## config.mk

```make
export PLATFORM = sky130hd
export DESIGN_NAME = ifetch_unit_flat
export DESIGN_NICKNAME = d
export VERILOG_FILES = /design/src/rtl/ifetch_pkg.sv /design/src/rtl/ifetch_if.sv /design/src/rtl/ifetch_fifo.sv /design/src/rtl/ifetch_unit.sv /design/src/flat_wrapper.sv
export SDC_FILE = /design/constraint.sdc
export NUM_CORES = 1
export LEC_CHECK = 0
export CAP_MARGIN = 5
export CORE_UTILIZATION = 46
export DETAILED_ROUTE_END_ITERATION = 10
export PLACE_DENSITY = 0.86
export SKIP_CTS_REPAIR_TIMING = 1
export SYNTH_ARGS = -nofsm -noshare
export SYNTH_HDL_FRONTEND = slang
export SYNTH_SLANG_ARGS = --single-unit
```

## constraint.sdc

```tcl
create_clock -name clock -period 2.9 [get_ports clock]
set_input_delay 0.58 -clock clock [delete_from_list [all_inputs] [get_ports clock]]
set_output_delay 0.58 -clock clock [all_outputs]
set_load 0.005 [all_outputs]
```

## src/rtl/ifetch_pkg.sv

```systemverilog
// ifetch_pkg: shared defaults and types for the instruction-fetch stage.
//   DEF_ADDR_W / DEF_DATA_W : default address and instruction widths
//   fetch_state_t           : fetch FSM states
//   NOP_INSTR               : value presented on inst_data while nothing is buffered
package ifetch_pkg;
   localparam int DEF_ADDR_W = 32;
   localparam int DEF_DATA_W = 32;
   localparam logic [31:0] NOP_INSTR = 32'h0000_0000;

   typedef enum logic {FETCH, DRAIN} fetch_state_t;
endpackage

```

## src/rtl/ifetch_if.sv

```systemverilog
// ifetch_if: instruction-memory and decode-side handshakes of the fetch stage.
//   imem_req_*  : fetch request (valid/ready, word-aligned address)
//   imem_rsp_*  : in-order response, always accepted
//   inst_*      : decode-side valid/ready with instruction word and its PC
//   master      : fetch-unit view; slave : memory/decode view
interface ifetch_if
   import ifetch_pkg::*;
#(
   parameter int ADDR_W = DEF_ADDR_W,
   parameter int DATA_W = DEF_DATA_W
) ();
   logic              imem_req_valid;
   logic [ADDR_W-1:0] imem_req_addr;
   logic              imem_req_ready;
   logic              imem_rsp_valid;
   logic [DATA_W-1:0] imem_rsp_data;
   logic              inst_valid;
   logic [DATA_W-1:0] inst_data;
   logic [ADDR_W-1:0] inst_pc;
   logic              inst_ready;

   modport master (
      output imem_req_valid, imem_req_addr, inst_valid, inst_data, inst_pc,
      input  imem_req_ready, imem_rsp_valid, imem_rsp_data, inst_ready
   );

   modport slave (
      input  imem_req_valid, imem_req_addr, inst_valid, inst_data, inst_pc,
      output imem_req_ready, imem_rsp_valid, imem_rsp_data, inst_ready
   );
endinterface

```

## src/rtl/ifetch_fifo.sv

```systemverilog
// ifetch_fifo: synchronous FIFO with registered storage and head read-out.
//   clock, reset : rising-edge clock, synchronous active-high reset
//   clear        : drop all entries (same effect as reset on the pointers)
//   push/din     : write din at the tail
//   pop          : advance the head (ignored when empty)
//   dout         : head entry; count/full/empty : occupancy
module ifetch_fifo #(
   parameter int W     = 32,
   parameter int DEPTH = 2,
   localparam int PW   = $clog2(DEPTH),
   localparam int CW   = PW + 1
) (
   input  logic          clock,
   input  logic          reset,
   input  logic          clear,
   input  logic          push,
   input  logic          pop,
   input  logic [W-1:0]  din,
   output logic [W-1:0]  dout,
   output logic [CW-1:0] count,
   output logic          full,
   output logic          empty
);
   logic [W-1:0]  mem [DEPTH];
   logic [PW-1:0] wr_ptr, rd_ptr;
   logic [CW-1:0] cnt_q;
   logic          do_pop;

   assign empty  = (cnt_q == '0);
   assign full   = (cnt_q == CW'(DEPTH));
   assign count  = cnt_q;
   assign dout   = mem[rd_ptr];
   assign do_pop = pop && !empty;

   // Pointers wrap naturally because DEPTH is a power of two.
   always_ff @(posedge clock) begin
      if (reset || clear) begin
         wr_ptr <= '0;
         rd_ptr <= '0;
         cnt_q  <= '0;
      end else begin
         if (push)   wr_ptr <= wr_ptr + PW'(1);
         if (do_pop) rd_ptr <= rd_ptr + PW'(1);
         cnt_q <= cnt_q + CW'(push) - CW'(do_pop);
      end
   end

   always_ff @(posedge clock) begin
      if (push) mem[wr_ptr] <= din;
   end

   // Upstream credit accounting must never let a push land on a full queue.
   always_ff @(posedge clock) begin
      if (!reset) assert (!(push && full)) else $error("ifetch_fifo: push while full");
   end
endmodule

```

## src/rtl/ifetch_unit.sv

```systemverilog
// ifetch_unit: fetch stage between the PC register and decode.
//   clock, reset : rising-edge clock, synchronous active-high reset
//   pc_in        : current PC; pc_advance : request accepted, PC register steps
//   redirect     : branch/jump taken; flush buffered and in-flight fetches
//   bus          : imem request/response and decode handshakes (ifetch_if.master)
// Every issued request holds one credit until its instruction leaves the output
// queue, so the output queue can never overflow.
module ifetch_unit
   import ifetch_pkg::*;
#(
   parameter int ADDR_W = DEF_ADDR_W,
   parameter int DATA_W = DEF_DATA_W,
   parameter int DEPTH  = 2
) (
   input  logic              clock,
   input  logic              reset,
   input  logic [ADDR_W-1:0] pc_in,
   output logic              pc_advance,
   input  logic              redirect,
   ifetch_if.master          bus
);
   localparam int CW = $clog2(DEPTH) + 1;

   fetch_state_t      state_q, state_d;
   logic [CW-1:0]     drop_q, drop_d;
   logic [CW-1:0]     fifo_cnt, outstanding;
   logic [CW:0]       used;
   logic              has_credit, req_fire, rsp_keep, flush, out_pop;
   logic              tag_full, tag_empty, out_full, out_empty;
   logic [ADDR_W-1:0] tag;
   logic [ADDR_W+DATA_W-1:0] head;
   logic              unused_bits;

   assign bus.imem_req_addr = {pc_in[ADDR_W-1:2], 2'b00};
   assign used       = {1'b0, fifo_cnt} + {1'b0, outstanding};
   assign has_credit = used < (CW+1)'(DEPTH);
   assign req_fire   = bus.imem_req_valid && bus.imem_req_ready;
   assign pc_advance = req_fire;

   // drop_q is only ever nonzero in DRAIN, so FETCH keeps every response
   // unless a redirect lands in the same cycle.
   always_comb begin
      state_d            = state_q;
      drop_d             = drop_q;
      bus.imem_req_valid = 1'b0;
      rsp_keep           = 1'b0;
      flush              = 1'b0;
      case (state_q)
         FETCH: begin
            bus.imem_req_valid = has_credit && !redirect && !reset;
            rsp_keep           = bus.imem_rsp_valid && !redirect;
            if (redirect) begin
               flush  = 1'b1;
               // A response arriving now is already discarded; only later ones count.
               drop_d = outstanding - CW'(bus.imem_rsp_valid);
               if (drop_d != '0) state_d = DRAIN;
            end
         end
         DRAIN: begin
            if (bus.imem_rsp_valid) begin
               drop_d = drop_q - CW'(1);
               if (drop_q == CW'(1)) state_d = FETCH;
            end
         end
         default: state_d = FETCH;
      endcase
   end

   always_ff @(posedge clock) begin
      if (reset) begin
         state_q <= FETCH;
         drop_q  <= '0;
      end else begin
         state_q <= state_d;
         drop_q  <= drop_d;
      end
   end

   // PC tags of in-flight requests; its occupancy is the outstanding count.
   ifetch_fifo #(.W(ADDR_W), .DEPTH(DEPTH)) u_tagq (
      .clock (clock),
      .reset (reset),
      .clear (1'b0),
      .push  (req_fire),
      .pop   (bus.imem_rsp_valid),
      .din   (bus.imem_req_addr),
      .dout  (tag),
      .count (outstanding),
      .full  (tag_full),
      .empty (tag_empty)
   );

   // Flush beats a same-cycle decode pop; decode squashes that instruction.
   assign out_pop = bus.inst_valid && bus.inst_ready && !flush;

   ifetch_fifo #(.W(ADDR_W+DATA_W), .DEPTH(DEPTH)) u_outq (
      .clock (clock),
      .reset (reset),
      .clear (flush),
      .push  (rsp_keep),
      .pop   (out_pop),
      .din   ({tag, bus.imem_rsp_data}),
      .dout  (head),
      .count (fifo_cnt),
      .full  (out_full),
      .empty (out_empty)
   );

   assign bus.inst_valid = !out_empty;
   assign bus.inst_pc    = out_empty ? '0 : head[ADDR_W+DATA_W-1:DATA_W];
   assign bus.inst_data  = out_empty ? DATA_W'(NOP_INSTR) : head[DATA_W-1:0];

   assign unused_bits = &{1'b0, pc_in[1:0], tag_full, out_full};

   // A response with nothing outstanding means the memory was not reset with us.
   always_ff @(posedge clock) begin
      if (!reset) assert (!(bus.imem_rsp_valid && tag_empty)) else $error("ifetch_unit: response with no request outstanding");
   end
endmodule

```

## src/flat_wrapper.sv

```systemverilog
// flat-port wrapper written by rule: the top's interface ports become plain ports
module ifetch_unit_flat import ifetch_pkg::*;
#(
   parameter int ADDR_W = DEF_ADDR_W,
   parameter int DATA_W = DEF_DATA_W,
   parameter int DEPTH  = 2
)
  (clock, reset, pc_in, pc_advance, redirect, bus_imem_req_valid, bus_imem_req_addr, bus_inst_valid, bus_inst_data, bus_inst_pc, bus_imem_req_ready, bus_imem_rsp_valid, bus_imem_rsp_data, bus_inst_ready);
  ifetch_if #(.ADDR_W(ADDR_W), .DATA_W(DATA_W)) bus_i ();
  input  logic clock;
  input  logic reset;
  input  logic [ADDR_W-1:0] pc_in;
  output logic pc_advance;
  input  logic redirect;
  output wire logic [$bits(bus_i.imem_req_valid)-1:0] bus_imem_req_valid;
  output wire logic [$bits(bus_i.imem_req_addr)-1:0] bus_imem_req_addr;
  output wire logic [$bits(bus_i.inst_valid)-1:0] bus_inst_valid;
  output wire logic [$bits(bus_i.inst_data)-1:0] bus_inst_data;
  output wire logic [$bits(bus_i.inst_pc)-1:0] bus_inst_pc;
  input wire logic [$bits(bus_i.imem_req_ready)-1:0] bus_imem_req_ready;
  input wire logic [$bits(bus_i.imem_rsp_valid)-1:0] bus_imem_rsp_valid;
  input wire logic [$bits(bus_i.imem_rsp_data)-1:0] bus_imem_rsp_data;
  input wire logic [$bits(bus_i.inst_ready)-1:0] bus_inst_ready;
  assign bus_imem_req_valid = bus_i.imem_req_valid;
  assign bus_imem_req_addr = bus_i.imem_req_addr;
  assign bus_inst_valid = bus_i.inst_valid;
  assign bus_inst_data = bus_i.inst_data;
  assign bus_inst_pc = bus_i.inst_pc;
  assign bus_i.imem_req_ready = bus_imem_req_ready;
  assign bus_i.imem_rsp_valid = bus_imem_rsp_valid;
  assign bus_i.imem_rsp_data = bus_imem_rsp_data;
  assign bus_i.inst_ready = bus_inst_ready;
  ifetch_unit #(.ADDR_W(ADDR_W), .DATA_W(DATA_W), .DEPTH(DEPTH)) u_core (.clock(clock), .reset(reset), .pc_in(pc_in), .pc_advance(pc_advance), .redirect(redirect), .bus(bus_i));
endmodule
```

# Word level (Yosys, flattened, before mapping)
# Memory sizes are Yosys's and may differ from the RTL's. A register that Yosys moved wholly into a read port is not among the register bits.
# Cells that the tools add are included.
# totals
regBits	11
mem_bits_rw	188
out_inout_bits	99
elab_cells	66
mem_count	2
# mem_list
memory	words	width	read_ports	rd_ports_with_merged_regs	write_ports	line	source
u_core.u_outq.mem	2	64	1	1	1	ifetch_fifo.sv:24	logic [W-1:0] mem [DEPTH];
u_core.u_tagq.mem	2	30	1	1	1	ifetch_fifo.sv:24	
# classes
add_sub_neg	11
magnitude_cmp	1
n_eq_ne	3
mux	22
n_bitwise	1
n_reduce_logical	18
# ops
cell	n
$mux 32	2
$mux 1	16
$logic_and 1x1->1	8
$sub 2x1->2	3
$logic_not 1->1	5
$add 1x1->1 const B	4
$add 2x1->2	2
$logic_not 2->1	2
$mux 2	2
$ne 2x2->1 const B	2
$pmux 2 s2	1
$add 2x2->3	1
$lt 3x2->1 const B	1
$eq 2x1->1 const B	1
$pmux 1 s2	1
$reduce_and 2->1	1
$reduce_bool 2->1	1
$sub 2x1->2 const B	1
$logic_or 1x1->1	1
$not 1->1	1

# Logic depth before layout (Yosys ltp)
# Gate-level depths: netlist (run 1).
# depth
ltp_word	8
mapped_depth	11
ltp_nobuf	11

# Cells and area by module
# From an unflattened synthesis (run 1), not the netlist that was laid out.
# hier_totals
cells_unflattened	479
area_unflattened_um2	8772.2
# by_module_without_submodules
mod	n_inst	cells_each	area_each_um2	seq_area_each_um2
ifetch_fifo at u_core.u_outq	1	222	5172.5	3943.8
ifetch_fifo at u_core.u_tagq	1	123	2691.3	2021.9
ifetch_unit	1	134	908.4	60.1

# Least setup slack after synthesis (run 1)
# No wires, ideal clock.
# synth_timing
path_type	register to register
start	reg u_core.u_outq.cnt_q[0] (netlist: u_core.u_outq.count[0])
end	mem u_core.u_tagq.mem[0][0] (netlist bit) (enable)
setup_ns	0.403
arrival_ns	2.587
t_required_ns	2.497
path_slack_ns	-0.090
stages_incl_launch_ff	5
path_buffers	0
period_less_slack_ns	2.990
path_cell_list	dfxtp_1 > and2_1 > fa_1 > or4_4 > nor4b_4
# synth_via
elab_chain_cells	8
# synth_rtl
element	line	source
start: declaration	ifetch_fifo.sv:26	logic [CW-1:0] cnt_q;
start signal: assignment	ifetch_fifo.sv:44	cnt_q <= cnt_q + CW'(push) - CW'(do_pop);
$add 2x2->3	ifetch_unit.sv:35	assign used = {1'b0, fifo_cnt} + {1'b0, outstanding};
$lt 3x2->1	ifetch_unit.sv:36	assign has_credit = used < (CW+1)'(DEPTH);
$logic_and 1x1->1 (2 in a row)	ifetch_unit.sv:50	bus.imem_req_valid = has_credit && !redirect && !reset;
$mux 1	ifetch_unit.sv:48	case (state_q)
$logic_and 1x1->1	ifetch_unit.sv:37	assign req_fire = bus.imem_req_valid && bus.imem_req_ready;
$mux 1	ifetch_fifo.sv:49	if (push) mem[wr_ptr] <= din;
$mux 1 (not written as such)	ifetch_fifo.sv:49	
end: declaration	ifetch_fifo.sv:24	
# No other way between the ends.

# Worst setup path in the final report (run 1)
# layout_timing
start	reg u_core.u_outq.cnt_q[0] (netlist: u_core.u_outq.count[0])
end	out pc_advance
# layout_via
elab_chain_cells	6
# layout_rtl
element	line	source
$add 2x2->3	ifetch_unit.sv:35	
$lt 3x2->1	ifetch_unit.sv:36	
$logic_and 1x1->1 (2 in a row)	ifetch_unit.sv:50	
$mux 1	ifetch_unit.sv:48	
$logic_and 1x1->1	ifetch_unit.sv:37	
end: declaration	flat_wrapper.sv:13	output logic pc_advance;
# No other way between the ends.

==> report_table.html, run 1 <==
<table>
<tr><th>Metric</th><th>Value</th></tr>
<tr><th colspan="2">Status</th></tr>
<tr><td>Result of the run</td><td>finished, final reports clean</td></tr>
<tr><th colspan="2">GRT</th></tr>
<tr><td>GR Overflow Total</td><td>0</td></tr>
<tr><td>Total routing resource utilization after global routing</td><td>16.35%</td></tr>
<tr><td>First-pass GRT wire length</td><td>21700 µm</td></tr>
<tr><td>Vias in the first global route</td><td>4287</td></tr>
<tr><td>Largest net degree at the start of global routing</td><td>63</td></tr>
<tr><td>Initial antenna violation count</td><td>0</td></tr>
<tr><th colspan="2">Cells and area</th></tr>
<tr><td>Total non-filler cell area in the finished layout</td><td>10140 µm²</td></tr>
<tr><td>Diodes inserted</td><td>0</td></tr>
<tr><td>Layout cells sized above 1</td><td>14.42%</td></tr>
<tr><td>Area occupied by multi-input gates</td><td>1634 µm²</td></tr>
<tr><td>Register Area</td><td>5794 µm²</td></tr>
<tr><td>Layout filler cell count</td><td>1175</td></tr>
<tr><td>Number of cells in the finished layout apart from fillers</td><td>851</td></tr>
<tr><td>Layout net count</td><td>697</td></tr>
<tr><td>Area growth syn-to-layout</td><td>30.39%</td></tr>
<tr><th colspan="2">Floorplanning</th></tr>
<tr><td>Initial Utilization</td><td>47.07%</td></tr>
<tr><td>Horizontal extent of the die</td><td>132.0 µm</td></tr>
<tr><td>Number of top-level pins</td><td>169</td></tr>
<tr><td>Die height</td><td>132.0 µm</td></tr>
<tr><td>Number of core rows</td><td>47</td></tr>
<tr><td>Placeable core area</td><td>16520 µm²</td></tr>
<tr><td>Die area</td><td>17430 µm²</td></tr>
<tr><th colspan="2">Power</th></tr>
<tr><td>Switching power share of the total</td><td>22.94%</td></tr>
<tr><td>Total chip power</td><td>6.637 mW</td></tr>
<tr><td>Power share of the clock group</td><td>32.2%</td></tr>
<tr><td>Reported net switching power</td><td>1.522 mW</td></tr>
<tr><td>Power density over the cells</td><td>654.5 nW/µm²</td></tr>
<tr><td>Peak supply drop</td><td>0.0004261 V</td></tr>
<tr><td>Sequential share of power</td><td>51.7%</td></tr>
<tr><td>Pint</td><td>5.115 mW</td></tr>
<tr><td>Comb pwr share</td><td>16.1%</td></tr>
<tr><td>Leak Pwr</td><td>3.369 nW</td></tr>
<tr><th colspan="2">Detailed routing</th></tr>
<tr><td>Avg WL per Cell</td><td>15.92 µm</td></tr>
<tr><td>Drt initial violations</td><td>176</td></tr>
<tr><td>Routed length on met2</td><td>6974 µm</td></tr>
<tr><td>Routed vias/inst</td><td>4.855</td></tr>
<tr><td>TritonRoute pass-1 iters</td><td>4</td></tr>
<tr><td>Metal3 WL</td><td>639 µm</td></tr>
<tr><td>Post-route antenna net violation count</td><td>0</td></tr>
<tr><td>Top Layer Used</td><td>met4</td></tr>
<tr><td>Total DRC errors in the routed layout</td><td>0</td></tr>
<tr><td>DRT met1 WL</td><td>5702 µm</td></tr>
<tr><td>Total vias in the final route</td><td>4132</td></tr>
<tr><td>Sum of routed wire length over all layers</td><td>13550 µm</td></tr>
<tr><th colspan="2">CTS</th></tr>
<tr><td>CTS max path bufs</td><td>2</td></tr>
<tr><td>TritonCTS sink count</td><td>197</td></tr>
<tr><td>Later-pin clock latency in the skew report</td><td>0.42 ns</td></tr>
<tr><td>H-tree levels</td><td>4</td></tr>
<tr><td>TritonCTS clock tree</td><td>yes</td></tr>
<tr><td>Clock Tree Root</td><td>sky130_fd_sc_hd__clkbuf_16</td></tr>
<tr><td>Total CTS buffers</td><td>17</td></tr>
<tr><td>Clock transition at the register clock pins on the worst setup and hold paths after CTS</td><td>0.07 ns</td></tr>
<tr><th colspan="2">Placed design</th></tr>
<tr><td>Placed standard-cell area</td><td>9545 µm²</td></tr>
<tr><td>Final Wtd Congestion</td><td>0.7770</td></tr>
<tr><td>Port buffer count</td><td>162</td></tr>
<tr><td>Total placed cells including tap cells</td><td>815</td></tr>
<tr><td>Detailed placement HPWL</td><td>8895 µm</td></tr>
<tr><th colspan="2">Hold path</th></tr>
<tr><td>Hold WC Path Type</td><td>reg -&gt; reg</td></tr>
<tr><th colspan="2">STA</th></tr>
<tr><td>Timing-limited maximum frequency</td><td>354.6 MHz</td></tr>
<tr><td>Final count of negative-setup-slack endpoints</td><td>0</td></tr>
<tr><td>Final Slew Violations</td><td>0</td></tr>
<tr><td>Final hold viol count</td><td>0</td></tr>
<tr><td>Final worst path period share</td><td>97.25%</td></tr>
<tr><td>Final critical path time including I/O delays and setup</td><td>2.820 ns</td></tr>
<tr><td>Max Clock Skew</td><td>0.01025 ns</td></tr>
<tr><td>Total negative slack for setup checks</td><td>0 ns</td></tr>
<tr><th colspan="2">Yosys</th></tr>
<tr><td>Ys Warns</td><td>0</td></tr>
<tr><td>Netlist area before placement</td><td>7777 µm²</td></tr>
<tr><td>Number of distinct standard cells referenced by the synthesized netlist</td><td>33</td></tr>
<tr><td>Avg Cell Area, Syn</td><td>16.58 µm²</td></tr>
<tr><td>Post-synthesis cell count</td><td>469</td></tr>
<tr><td>Number of synthesized register bits</td><td>197</td></tr>
<tr><td>Seq/Total Area, Yosys</td><td>74.39%</td></tr>
<tr><th colspan="2">Worst setup path</th></tr>
<tr><td>CP required</td><td>2.32 ns</td></tr>
<tr><td>Worst Setup Path Type</td><td>reg -&gt; out</td></tr>
<tr><td>Largest fanout on the critical path</td><td>4</td></tr>
<tr><td>CP arrival</td><td>2.24 ns</td></tr>
<tr><td>Worst setup EP type</td><td>primary output</td></tr>
<tr><td>Startpoint type of the worst setup path</td><td>flip-flop</td></tr>
<tr><th colspan="2">Flow run</th></tr>
<tr><td>Max Cap Viol</td><td>0</td></tr>
</table>
worst max-delay path, stage by stage (launching register included):
cell,delay (ns)
sky130_fd_sc_hd__dfxtp_4,0.37
sky130_fd_sc_hd__and2_1,0.17
sky130_fd_sc_hd__fa_1,0.44
sky130_fd_sc_hd__or4_4,0.45
sky130_fd_sc_hd__nor3b_4,0.23
sky130_fd_sc_hd__dlymetal6s2s_1,0.16
cell type report:
cell class	instances	share of cell area, %
Clock buffer	18	4.232
Timing Repair Buffer	181	18.31
Sequential cell	197	57.14
Inverter	12	0.4442
Tap cell	220	2.714
Clock inverter	12	1.049
Multi-Input combinational cell	211	16.11
metal layers:
layer,GRT usage (%),up-vias
li1,-,1986
met1,19.53,1989
met2,28.87,138
met3,3.691,19
met4,6.072,0
met5,0,-
flip-flops by register name, summed over array words and instances (netlist names), named ones only:
register              flops
u_core.u_outq.wr_ptr      1
u_core.u_tagq.mem        60
u_core.u_outq.count       2
u_core.drop_q             2
u_core.u_outq.rd_ptr      1
u_core.u_tagq.count       2
u_core.u_tagq.rd_ptr      1
u_core.u_tagq.wr_ptr      1
u_core.state_q            1
u_core.u_outq.mem       124
logic make-up after synthesis:
| group | Yosys count | share of synthesized area (%) |
|---|---|---|
| adder cells (fa/ha/maj) | 7 | 1.223 |
| AND/OR/NAND/NOR | 90 | 5.309 |
| flip-flops | 197 | 74.39 |
| buffers and inverters | 64 | 4.923 |
| multiplexers | 93 | 12.45 |
| AO/OA/AOI/OAI | 11 | 0.9814 |
| XOR/XNOR | 6 | 0.6757 |
| other | 1 | 0.04822 |
Yosys cell counts, drive strengths merged:
cell type,n,area share (%)
a21oi,2,0.13
and2,4,0.32
o41ai,1,0.11
conb,1,0.048
a211oi,1,0.097
nor3b,3,0.43
and3,1,0.097
mux2i,63,8.1
o221a,1,0.14
buf,41,3.8
dfxtp,13,3.3
nor2b,1,0.080
o21a,1,0.097
inv,12,0.58
xor2,4,0.45
nand3,1,0.064
nor4b,1,0.31
edfxtp,184,71
fa,1,0.26
o21bai,1,0.14
nand2,1,0.048
nor2,72,3.5
nor3,4,0.26
ha,6,0.97
o21ai,4,0.26
clkbuf,11,0.53
or4,1,0.14
nand2b,1,0.080
mux2,30,4.3
xnor2,2,0.23
power groups by stage:
| stage | Clock, mW | Sequential, mW | Combinational (mW) |
|---|---|---|---|
| after global routing | 2.29 | 3.45 | 1.17 |
| after CTS | 2.19 | 3.43 | 1.06 |
| after detailed placement | 0 | 3.49 | 1.05 |
| final | 2.13 | 3.43 | 1.07 |
| after global placement | 0 | 3.48 | 1.01 |
| after floorplan | 0 | 3.47 | 0.613 |
stage by stage:
stage	utilization, %	worst slack [ns]	hold WS, ns
CTS	61.01	-0.3878	0.4984
global route	61.37	-0.01764	0.5298
floorplan	-	0.05035	0.4407
global placement	57.76	-0.01453	0.4559
detailed placement	57.76	-0.01243	0.4887
finish	61.37	0.07989	0.5047
path summary, 6_finish.rpt:
kind,startpoint,end,slack (ns),cells past startpoint
max reg2reg,u_core.u_outq.count[0],u_core.u_tagq.count[1],0.10,12
min reg2reg,u_core.u_outq.wr_ptr,u_core.u_outq.wr_ptr,0.50,2
max,u_core.u_outq.count[0],pc_advance,0.08,5
min,u_core.u_outq.wr_ptr,u_core.u_outq.wr_ptr,0.50,2
placed cells by master (no fill, tap or decap), types with 3 or more instances in the layout:
master                            netlist  layout
sky130_fd_sc_hd__and2_1                 4       3
sky130_fd_sc_hd__inv_1                 12      11
sky130_fd_sc_hd__clkinvlp_4             0       4
sky130_fd_sc_hd__o21ai_0                4       4
sky130_fd_sc_hd__ha_1                   6       6
sky130_fd_sc_hd__buf_12                 0       7
sky130_fd_sc_hd__clkbuf_16              0      17
sky130_fd_sc_hd__mux2_2                30      30
sky130_fd_sc_hd__conb_1                 1       4
sky130_fd_sc_hd__xor2_1                 4       4
sky130_fd_sc_hd__buf_4                 34      12
sky130_fd_sc_hd__clkinv_2               0       4
sky130_fd_sc_hd__mux2i_1               63      63
sky130_fd_sc_hd__inv_6                  0       3
sky130_fd_sc_hd__clkdlybuf4s50_1        0     160
sky130_fd_sc_hd__dfxtp_1               13      10
sky130_fd_sc_hd__nor2_1                72      71
sky130_fd_sc_hd__nor3_1                 4       3
sky130_fd_sc_hd__edfxtp_1             184     184
No activity file was read; power rests on OpenSTA's default activity.
==> run 2, diff against run 1 <==
- CTS_CLUSTER_DIAMETER: unset -> 60
==> results of run 2 <==
Same layout as run 1: the final DEF is identical, and so are final timing and power.
